[src/rtl/mac_sequencer_pkg.sv]
// -----------------------------------------------------------------------------
// mac_sequencer_pkg
// Shared types and constants for the MAC sequencer:
//   - layer_e : job type encoding carried on the layer input
//   - state_e : sequencer FSM states
//   - default tap counts for convolution and fully-connected layers
//   - operand, result, address, index and accumulator widths
// -----------------------------------------------------------------------------
package mac_sequencer_pkg;

    localparam int TAPS_CONV_DEF = 25;
    localparam int TAPS_FC_DEF   = 192;

    localparam int ACC_W  = 40;
    localparam int OPND_W = 16;
    localparam int RES_W  = 32;
    localparam int ADDR_W = 16;
    localparam int IDX_W  = 10;

    typedef enum logic [1:0] {
        LAYER_CONV1   = 2'b00,
        LAYER_CONV2   = 2'b01,
        LAYER_FC      = 2'b10,
        LAYER_ILLEGAL = 2'b11
    } layer_e;

    typedef enum logic [2:0] {
        S_IDLE,
        S_RUN,
        S_LAST,
        S_EMIT,
        S_DONE
    } state_e;

endpackage

[src/rtl/mac_sequencer_accum.sv]
// -----------------------------------------------------------------------------
// mac_accum
// Signed multiply, 40-bit accumulate and 32-bit saturation.
// Ports:
//   clk, reset_n : clock, asynchronous active-low reset (zeros the accumulator)
//   clear        : zero the accumulator on the next edge (wins over acc_en)
//   acc_en       : add a*b to the accumulator on the next edge
//   a, b         : signed operands
//   sat_out      : accumulator saturated to the signed 32-bit range
// -----------------------------------------------------------------------------
module mac_accum
    import mac_sequencer_pkg::*;
#(
    parameter int DATA_W = OPND_W,
    parameter int COEF_W = OPND_W
) (
    input  logic                     clk,
    input  logic                     reset_n,
    input  logic                     clear,
    input  logic                     acc_en,
    input  logic signed [DATA_W-1:0] a,
    input  logic signed [COEF_W-1:0] b,
    output logic signed [RES_W-1:0]  sat_out
);

    localparam int PROD_W = DATA_W + COEF_W;

    localparam logic signed [ACC_W-1:0] SAT_MAX = {{(ACC_W-RES_W+1){1'b0}}, {(RES_W-1){1'b1}}};
    localparam logic signed [ACC_W-1:0] SAT_MIN = {{(ACC_W-RES_W+1){1'b1}}, {(RES_W-1){1'b0}}};

    function automatic logic signed [RES_W-1:0] saturate(input logic signed [ACC_W-1:0] v);
        if (v > SAT_MAX)
            saturate = {1'b0, {(RES_W-1){1'b1}}};
        else if (v < SAT_MIN)
            saturate = {1'b1, {(RES_W-1){1'b0}}};
        else
            saturate = v[RES_W-1:0];
    endfunction

    logic signed [PROD_W-1:0] prod_p0;
    logic signed [ACC_W-1:0]  acc_p1;

    // Stage 0: full-precision signed product of the operands returned by memory
    assign prod_p0 = PROD_W'(a) * PROD_W'(b);

    // Stage 1: sign-extended accumulate
    always_ff @(posedge clk or negedge reset_n) begin
        if (!reset_n)
            acc_p1 <= '0;
        else if (clear)
            acc_p1 <= '0;
        else if (acc_en)
            acc_p1 <= acc_p1 + ACC_W'(prod_p0);
    end

    assign sat_out = saturate(acc_p1);

endmodule

[src/rtl/mac_sequencer.sv]
// -----------------------------------------------------------------------------
// mac_sequencer
// Runs dot-product jobs: for each output it reads T operand pairs, accumulates
// their products and presents the saturated result on a valid/ready port.
// Ports:
//   clk, reset_n         : clock, asynchronous active-low reset
//   start, layer,
//   num_outputs          : job request (sampled only while idle)
//   busy, done, err      : job status; done and err are one-cycle pulses
//   rd_en, a_addr, b_addr: operand read request
//   a_data, b_data       : signed operands, valid the cycle after rd_en
//   out_valid, out_ready,
//   out_data, out_idx    : result handshake
// -----------------------------------------------------------------------------
module mac_sequencer
    import mac_sequencer_pkg::*;
#(
    parameter int TAPS_CONV = TAPS_CONV_DEF,
    parameter int TAPS_FC   = TAPS_FC_DEF
) (
    input  logic                     clk,
    input  logic                     reset_n,
    input  logic                     start,
    input  logic [1:0]               layer,
    input  logic [IDX_W-1:0]         num_outputs,
    output logic                     busy,
    output logic                     done,
    output logic                     err,
    output logic                     rd_en,
    output logic [ADDR_W-1:0]        a_addr,
    output logic [ADDR_W-1:0]        b_addr,
    input  logic signed [OPND_W-1:0] a_data,
    input  logic signed [OPND_W-1:0] b_data,
    output logic                     out_valid,
    input  logic                     out_ready,
    output logic signed [RES_W-1:0]  out_data,
    output logic [IDX_W-1:0]         out_idx
);

    localparam logic [ADDR_W-1:0] T_CONV = ADDR_W'(TAPS_CONV);
    localparam logic [ADDR_W-1:0] T_FC   = ADDR_W'(TAPS_FC);

    state_e            state, state_nx;
    layer_e            layer_q;
    logic [IDX_W-1:0]  num_q;
    logic [ADDR_W-1:0] tap;
    logic [ADDR_W-1:0] base;
    logic [ADDR_W-1:0] taps;
    logic              rd_en_p1;
    logic              err_q;
    logic              clear;
    logic              accept;
    logic              tap_last;
    logic              emit_last;

    assign taps      = (layer_q == LAYER_FC) ? T_FC : T_CONV;
    assign accept    = (state == S_IDLE) && start && (layer != LAYER_ILLEGAL);
    assign tap_last  = (tap == taps - 1'b1);
    assign emit_last = (out_idx == num_q - 1'b1);

    // base tracks out_idx*T incrementally, so the modulo-2^16 wrap is free
    assign a_addr = (layer_q == LAYER_FC) ? tap : base + tap;
    assign b_addr = (layer_q == LAYER_FC) ? base + tap : tap;
    assign err    = err_q;

    always_comb begin
        state_nx  = state;
        rd_en     = 1'b0;
        out_valid = 1'b0;
        busy      = 1'b0;
        done      = 1'b0;
        clear     = 1'b0;
        case (state)
            S_IDLE: begin
                if (accept) begin
                    if (num_outputs == '0) begin
                        state_nx = S_DONE;
                    end else begin
                        state_nx = S_RUN;
                        clear    = 1'b1;
                    end
                end
            end
            S_RUN: begin
                busy  = 1'b1;
                rd_en = 1'b1;
                if (tap_last)
                    state_nx = S_LAST;
            end
            S_LAST: begin
                busy     = 1'b1;
                state_nx = S_EMIT;
            end
            S_EMIT: begin
                busy      = 1'b1;
                out_valid = 1'b1;
                if (out_ready) begin
                    if (emit_last) begin
                        state_nx = S_DONE;
                    end else begin
                        state_nx = S_RUN;
                        clear    = 1'b1;
                    end
                end
            end
            S_DONE: begin
                done     = 1'b1;
                state_nx = S_IDLE;
            end
            default: state_nx = S_IDLE;
        endcase
    end

    always_ff @(posedge clk or negedge reset_n) begin
        if (!reset_n) begin
            state    <= S_IDLE;
            layer_q  <= LAYER_CONV1;
            num_q    <= '0;
            out_idx  <= '0;
            tap      <= '0;
            base     <= '0;
            rd_en_p1 <= 1'b0;
            err_q    <= 1'b0;
        end else begin
            state    <= state_nx;
            rd_en_p1 <= rd_en;
            err_q    <= (state == S_IDLE) && start && (layer == LAYER_ILLEGAL);
            if (accept) begin
                layer_q <= layer_e'(layer);
                num_q   <= num_outputs;
                out_idx <= '0;
                base    <= '0;
                tap     <= '0;
            end
            if (state == S_RUN)
                tap <= tap_last ? '0 : tap + 1'b1;
            if ((state == S_EMIT) && out_ready && !emit_last) begin
                out_idx <= out_idx + 1'b1;
                base    <= base + taps;
            end
        end
    end

    // Operands arrive one cycle after rd_en, so accumulation trails the read
    // strobe by one cycle; the LAST state exists to absorb the final product.
    mac_accum #(
        .DATA_W (OPND_W),
        .COEF_W (OPND_W)
    ) u_mac_accum (
        .clk     (clk),
        .reset_n (reset_n),
        .clear   (clear),
        .acc_en  (rd_en_p1),
        .a       (a_data),
        .b       (b_data),
        .sat_out (out_data)
    );

endmodule

[config.mk]
export PLATFORM = sky130hd
export DESIGN_NAME = mac_sequencer
export DESIGN_NICKNAME = d
export VERILOG_FILES = /design/src/rtl/mac_sequencer_pkg.sv /design/src/rtl/mac_sequencer_accum.sv /design/src/rtl/mac_sequencer.sv
export SDC_FILE = /design/constraint.sdc
export NUM_CORES = 1
export LEC_CHECK = 0
export ABC_AREA = 1
export BUFFER_PORTS_ARGS = -buffer_cell sky130_fd_sc_hd__buf_2
export CAP_MARGIN = 30
export CORE_MARGIN = 2
export CORE_UTILIZATION = 40
export CTS_CLUSTER_SIZE = 20
export DETAILED_ROUTE_END_ITERATION = 8
export HOLD_SLACK_MARGIN = 0.02
export PLACE_DENSITY = 0.53
export SKIP_CTS_REPAIR_TIMING = 1
export SLEW_MARGIN = 10
export SYNTH_ARGS = -nofsm -noshare
export SYNTH_HDL_FRONTEND = slang
export SYNTH_HIERARCHICAL = 1
export SYNTH_SLANG_ARGS = --single-unit
export TNS_END_PERCENT = 20
[constraint.sdc]
create_clock -name clk -period 5.3 [get_ports clk]
set_input_delay 0.53 -clock clk [delete_from_list [all_inputs] [get_ports clk]]
set_output_delay 0.53 -clock clk [all_outputs]
set_load 0.02 [all_outputs]
==> qor.yml, run 1 <==
outcome: "finished, violations left"
violations: "negative setup slack"
r2r_end: "u_mac_accum/acc_p1[26]"
synth_seq_area_share: 0.122
clkLatencyLatePin_ns: 0.37
antenna_cells_inserted: 0
grt_start_max_net_pins: 53
worst_clock_skew_ns: 0.0126
min_period_ns: 5.39
postSynthRegisterBits: 99
routed_wire_length_per_instance_um: 16.1
worst_slew_pin_slew_ns: 0.998
dpl.cell_count: 3669
clock_sink_count: 99
finish.instance_area_um2: 24500
synth_warnings: 6
syn2layout_area_growth_pct: 20.9
grt-ovfl-total: 0
die_width_um: 229
worst_hold_slack_ns: 0.215
synth_edf_count: 0
drc_violation_count_after_routing: 0
port_buffers: 126
cts_root_buf: "sky130_fd_sc_hd__clkbuf_16"
postRouteAntennaNets: 0
core_um2: 50200
rsz_0062_raised_after_global_routing: "true"
numCtsBuffers: 9
start_kind: "input port"
cts_tree: "yes"
clkSlewWorstSetupHoldPaths_ns: 0.08
number_of_antenna_violations_at_the_first_check_in_global_routing: 0
criticalPathCategory: "input port to flip-flop"
worst_slack_ns: -0.0936
drv_slew: 0
syn_inst: 2796
timing.final.crit_share: 1.02
cts_max_level: 3
timing.slew.headroom: 0.329
critPathCaptureType: "flip-flop"
gp_congestion: 0.908
setup_violations: 21
mapped_avg_cell_area_um2: 7.26
synthesis.nets: 3314
area_used_by_multi_input_combinational_logic_um2: 15600
max_cap_viol_count: 0
timing.rr.start: "u_mac_accum/acc_p1[15]"
ys_dominant_reg_cell: "sky130_fd_sc_hd__dfrtp_1"
route.detailed.vias_per_inst: 4.77
dieArea_um2: 52600
fillCellCount: 5014
wp_data_required_ns: 5.56
achievable-frequency_mhz: 185
setup.reg_to_reg.worst_slack_ns: 0.74
netlist-cell-type-count: 49
fin_nets: 3554
global_route_wire_length_before_repair_mm: 98.0
dpl-instance-area_um2: 23000
ys_async_sr_fraction: 1.00
worstHoldPathType: "input port to asynchronous set/reset pin"
worstPathMaxFanout: 5
die_h_um: 229
fp-row-count: 82
first_global_vias: 18243
reg2reg_path_depth: 20
final-hold-violation-count: 0
synthesis.area_um2: 20300
cts-root-to-sink-buffers: 2
final_core_util: 0.489
final-seq-area_um2: 2480
drive_gt1_frac: 0.196
most_frequent_standard_cell_in_the_layout_excluding_fill_and_tap_cells: "sky130_fd_sc_hd__inv_1"
drt_iter0_drc: 895
firstDrtPassIters: 5
worst_ep_arrival_time_ns: 5.65
most-common-layout-cells: "sky130_fd_sc_hd__inv_1, sky130_fd_sc_hd__nand2_1, sky130_fd_sc_hd__fa_1"
detailedPlacementHpwl_mm: 50.5
ioPinCount: 127
final-instance-count-excl-fill: 3713
total_length_of_routed_wires_mm: 59.9
grt_util_all_layers: 0.233
vias: 17727
floorplan.initialDensity: 0.405
[flip-flops by register name (all words and copies together) (netlist names)]
signal	flops
base	16
err	1
layer_q	2
num_q	10
out_idx	10
rd_en_p1	1
state	3
tap	16
u_mac_accum/acc_p1	40
[layout make-up]
class,instances,area share
sequential,99,0.101
multi-input combinational,1833,0.637
clock buffer,11,0.00989
clock inverter,5,0.00275
inverter,772,0.119
timing repair buffer,321,0.0962
tap,672,0.0343
[cells in the mapped netlist (6+ instances only)]
master | instances | area share
sky130_fd_sc_hd__a21oi_1 | 61 | 0.015
sky130_fd_sc_hd__nand2_1 | 731 | 0.14
sky130_fd_sc_hd__nand3b_1 | 10 | 0.0037
sky130_fd_sc_hd__dfrtp_1 | 99 | 0.12
sky130_fd_sc_hd__nor3_2 | 7 | 0.0035
sky130_fd_sc_hd__nand3_1 | 131 | 0.032
sky130_fd_sc_hd__o21ai_1 | 8 | 0.0020
sky130_fd_sc_hd__inv_1 | 765 | 0.14
sky130_fd_sc_hd__xor2_1 | 28 | 0.012
sky130_fd_sc_hd__clkbuf_1 | 81 | 0.015
sky130_fd_sc_hd__nor2_2 | 13 | 0.0040
sky130_fd_sc_hd__xnor2_1 | 9 | 0.0039
sky130_fd_sc_hd__buf_2 | 6 | 0.0015
sky130_fd_sc_hd__nor2_1 | 133 | 0.025
sky130_fd_sc_hd__nand4_1 | 30 | 0.0092
sky130_fd_sc_hd__o21bai_1 | 12 | 0.0044
sky130_fd_sc_hd__nor3_1 | 18 | 0.0044
sky130_fd_sc_hd__nand2_2 | 9 | 0.0028
sky130_fd_sc_hd__o22ai_1 | 9 | 0.0028
sky130_fd_sc_hd__ha_1 | 139 | 0.086
sky130_fd_sc_hd__o21ai_0 | 119 | 0.029
sky130_fd_sc_hd__fa_1 | 331 | 0.33
[kinds of logic after synthesis]
| group | synth area share |
|---|---|
| compound gates | 0.0616 |
| xor+xnor | 0.0160 |
| fa+ha+maj | 0.412 |
| simple gates | 0.227 |
| buf+inv | 0.162 |
| flops | 0.122 |
[worst max-delay path: stages]
cell and delay (ns):
sky130_fd_sc_hd__buf_2 0.10, sky130_fd_sc_hd__clkinvlp_4 0.12, sky130_fd_sc_hd__buf_12 0.17, sky130_fd_sc_hd__or2_4 0.25
sky130_fd_sc_hd__fa_2 0.44, sky130_fd_sc_hd__fa_2 0.57, sky130_fd_sc_hd__inv_1 0.05, sky130_fd_sc_hd__fa_1 0.50
sky130_fd_sc_hd__fa_2 0.47, sky130_fd_sc_hd__fa_1 0.53, sky130_fd_sc_hd__inv_2 0.05, sky130_fd_sc_hd__fa_1 0.53
sky130_fd_sc_hd__inv_1 0.06, sky130_fd_sc_hd__ha_4 0.31, sky130_fd_sc_hd__nand2_4 0.06, sky130_fd_sc_hd__nor2_4 0.10
sky130_fd_sc_hd__inv_2 0.07, sky130_fd_sc_hd__nor3_4 0.19, sky130_fd_sc_hd__buf_4 0.13, sky130_fd_sc_hd__nand3_1 0.07
sky130_fd_sc_hd__nand3b_1 0.16, sky130_fd_sc_hd__nand2_1 0.07, sky130_fd_sc_hd__nand2_1 0.06, sky130_fd_sc_hd__o21ai_1 0.06
[routing by layer]
layer / global-route usage / up-vias / share of wire
met5: 0 / - / 0
met4: 0.0483 / 0 / 0.020
met3: 0.0208 / 78 / 0.034
met2: 0.399 / 342 / 0.49
met1: 0.323 / 8618 / 0.46
li1: - / 8689 / -
[worst max path at each step]
stage	startpoint	to	cells after the start
floorplan	b_data[6]	u_mac_accum/acc_p1[39]	24
global placement	a_data[15]	u_mac_accum/acc_p1[36]	24
detailed placement	a_data[15]	u_mac_accum/acc_p1[36]	24
CTS	a_data[15]	u_mac_accum/acc_p1[36]	24
global route	a_data[15]	u_mac_accum/acc_p1[32]	26
finish	b_data[15]	u_mac_accum/acc_p1[26]	24
[per-stage QoR]
stage / worst slack, ns / TNS [ns]
6_report: -0.0936 / -1.00
5_1_grt: -0.297 / -5.72
4_1_cts: -0.463 / -7.55
3_5_place_dp: -0.843 / -18.80
3_3_place_gp: -0.811 / -17.94
2_1_floorplan: -0.144 / -2.51
Power of run 1 is left out: the tool's default activity adds up to more than one toggle a clock period on the data nets, which glitch-free logic cannot reach.
==> run 2: changes to the inputs <==
Settings changed: CTS_BUF_LIST set to sky130_fd_sc_hd__clkbuf_8.
==> run 2 against run 1 <==
The run still ends with negative setup slack left. Cell count is essentially flat. Sequential cell count is the same. Critical path depth grew 2. Hold slack lost 0.056 ns. Global-route usage is essentially flat. Routed wire length is essentially flat. Maximum frequency grew 0.61%. Die area is the same. Non-clock buffer count shrank 3. Critical endpoint is now u_mac_accum/acc_p1[32].
==> qor.yml, run 2 (synthesis gave the netlist of run 1 again) <==
ioPinCount: 127  # unchanged
port_buffers: 126  # unchanged
die_h_um: 229  # unchanged
most_frequent_standard_cell_in_the_layout_excluding_fill_and_tap_cells: "sky130_fd_sc_hd__inv_1"
final-hold-violation-count: 0  # unchanged
worst_slack_ns: -0.0607  # +0.0329 ns
violations: "negative setup slack"
dieArea_um2: 52600  # unchanged
postRouteAntennaNets: 0  # unchanged
wp_data_required_ns: 5.61  # +0.05 ns
clkSlewWorstSetupHoldPaths_ns: 0.12  # +0.04 ns
criticalPathCategory: "input port to flip-flop"
cts_max_level: 3  # unchanged
min_period_ns: 5.36  # -0.0329 ns
timing.final.crit_share: 1.01  # -0.00621
first_global_vias: 18270  # +0.15%
drive_gt1_frac: 0.196  # about the same
registers.top_by_ff_count: "u_mac_accum/acc_p1"
drc_violation_count_after_routing: 0  # unchanged
final-instance-count-excl-fill: 3710  # -0.081%
r2r_end: "u_mac_accum/acc_p1[26]"
cts-root-to-sink-buffers: 2  # unchanged
antenna_cells_inserted: 0  # unchanged
global_route.usage.met1: 0.323  # unchanged
firstDrtPassIters: 5  # unchanged
clkLatencyLatePin_ns: 0.41  # +0.04 ns
worstPathMaxFanout: 8  # +3
vias: 17738  # +0.062%
fp-row-count: 82  # unchanged
syn2layout_area_growth_pct: 20.1
timing.slew.headroom: 0.320  # -0.00866
achievable-frequency_mhz: 187  # +0.61%
total_length_of_routed_wires_mm: 59.8  # about the same
rsz_0062_raised_after_global_routing: "true"
detailedPlacementHpwl_mm: 50.5  # unchanged
clock_sink_count: 99  # unchanged
number_of_antenna_violations_at_the_first_check_in_global_routing: 0  # unchanged
max_cap_viol_count: 0  # unchanged
timing.rr.start: "u_mac_accum/acc_p1[15]"
setup.reg_to_reg.worst_slack_ns: 0.71  # -0.03 ns
grtUsageMet2: 0.400  # +0.000568
global_route.usage.met3: 0.0204  # -0.000374
cts_root_buf: "sky130_fd_sc_hd__clkbuf_8"
grt_util_all_layers: 0.233  # about the same
grt-ovfl-total: 0  # unchanged
worst_ep_arrival_time_ns: 5.67  # +0.02 ns
worst_clock_skew_ns: 0.0205  # +0.00792 ns
drt_iter0_drc: 877  # -2.0%
critical-path-slowest-cell: "sky130_fd_sc_hd__fa_2"
global_route_wire_length_before_repair_mm: 98.1  # +0.11%
fin_nets: 3551  # -0.084%
numCtsBuffers: 9  # unchanged
biggestRegsByFlops: "u_mac_accum/acc_p1 x40, base x16, tap x16"
gp_congestion: 0.908  # unchanged
grt_start_max_net_pins: 53  # unchanged
die_width_um: 229  # unchanged
largest_register_ffs: 40  # unchanged
core_um2: 50200  # unchanged
cpPeakStageDelay_ns: 0.59  # +0.02 ns
floorplan.initialDensity: 0.405  # unchanged
cts_tree: "yes"
worst_slew_pin_slew_ns: 1.01  # +0.0129 ns
start_kind: "input port"
route.detailed.vias_per_inst: 4.78  # +0.14%
worstHoldPathType: "input port to asynchronous set/reset pin"
critPathCaptureType: "flip-flop"
routed_wire_length_per_instance_um: 16.1  # about the same
setup_violations: 9  # -57%
outcome: "finished, violations left"
reg2reg_path_depth: 20  # unchanged
setup_tns_ns: -0.287  # +0.716 ns
most-common-layout-cells: "sky130_fd_sc_hd__inv_1, sky130_fd_sc_hd__nand2_1, sky130_fd_sc_hd__fa_1"
globalRoute.busiestLayer: "met2"
dpl.cell_count: 3669  # unchanged
drv_slew: 0  # unchanged
-- run 2: cell count changes in the layout (fill, tap and decap cells not counted), sizes merged --
cell and change:
buf +1, inv +1, clkbuf -5
-- run 2: worst max-delay path: cells and delay by family --
kind                       cells  cell delay (ns)
adders and majority gates      7             3.40
buffers and inverters          9             0.87
and+or+nand+nor               10             0.86
-- run 2: per-stage QoR --
| step | hold WS, ns | cell area, µm² | worst slack [ns] | util |
|---|---|---|---|---|
| final | 0.159 | 24400 | -0.0607 | 0.486 |
| after detailed placement | 0.520 | 23000 | -0.843 | 0.459 |
| after floorplan | 0.234 | 20900 | -0.144 | - |
| after global routing | 0.197 | 24400 | -0.245 | 0.486 |
| after CTS | 0.194 | 23200 | -0.412 | 0.463 |
| after global placement | 0.488 | 23000 | -0.811 | 0.459 |
-- run 2: cell type report --
cell class	instances	area (µm²)
clock buffer	10	138
clock inverter	6	71.3
fill	5031	25800
inverter	772	2910
multi-input combinational	1833	15600
sequential	99	2480
tap	672	841
timing repair buffer	318	2340
-- run 2: worst max path at each step --
stage                     cells past startpoint  slack, ns       start                      to
after floorplan                              24      -0.14   b_data[6]  u_mac_accum/acc_p1[39]
after global placement                       24      -0.81  a_data[15]  u_mac_accum/acc_p1[36]
after detailed placement                     24      -0.84  a_data[15]  u_mac_accum/acc_p1[36]
after CTS                                    24      -0.41  a_data[15]  u_mac_accum/acc_p1[36]
after global routing                         26      -0.25  a_data[15]  u_mac_accum/acc_p1[32]
final                                        26      -0.06  a_data[15]  u_mac_accum/acc_p1[32]
-- run 2: per-layer routing --
layer | routed length (µm) | vias up
met5 | 0 | -
met4 | 1160 | 0
met3 | 1980 | 69
met2 | 29500 | 344
met1 | 27200 | 8648
li1 | - | 8677
Power of run 2 is left out for the same reason.
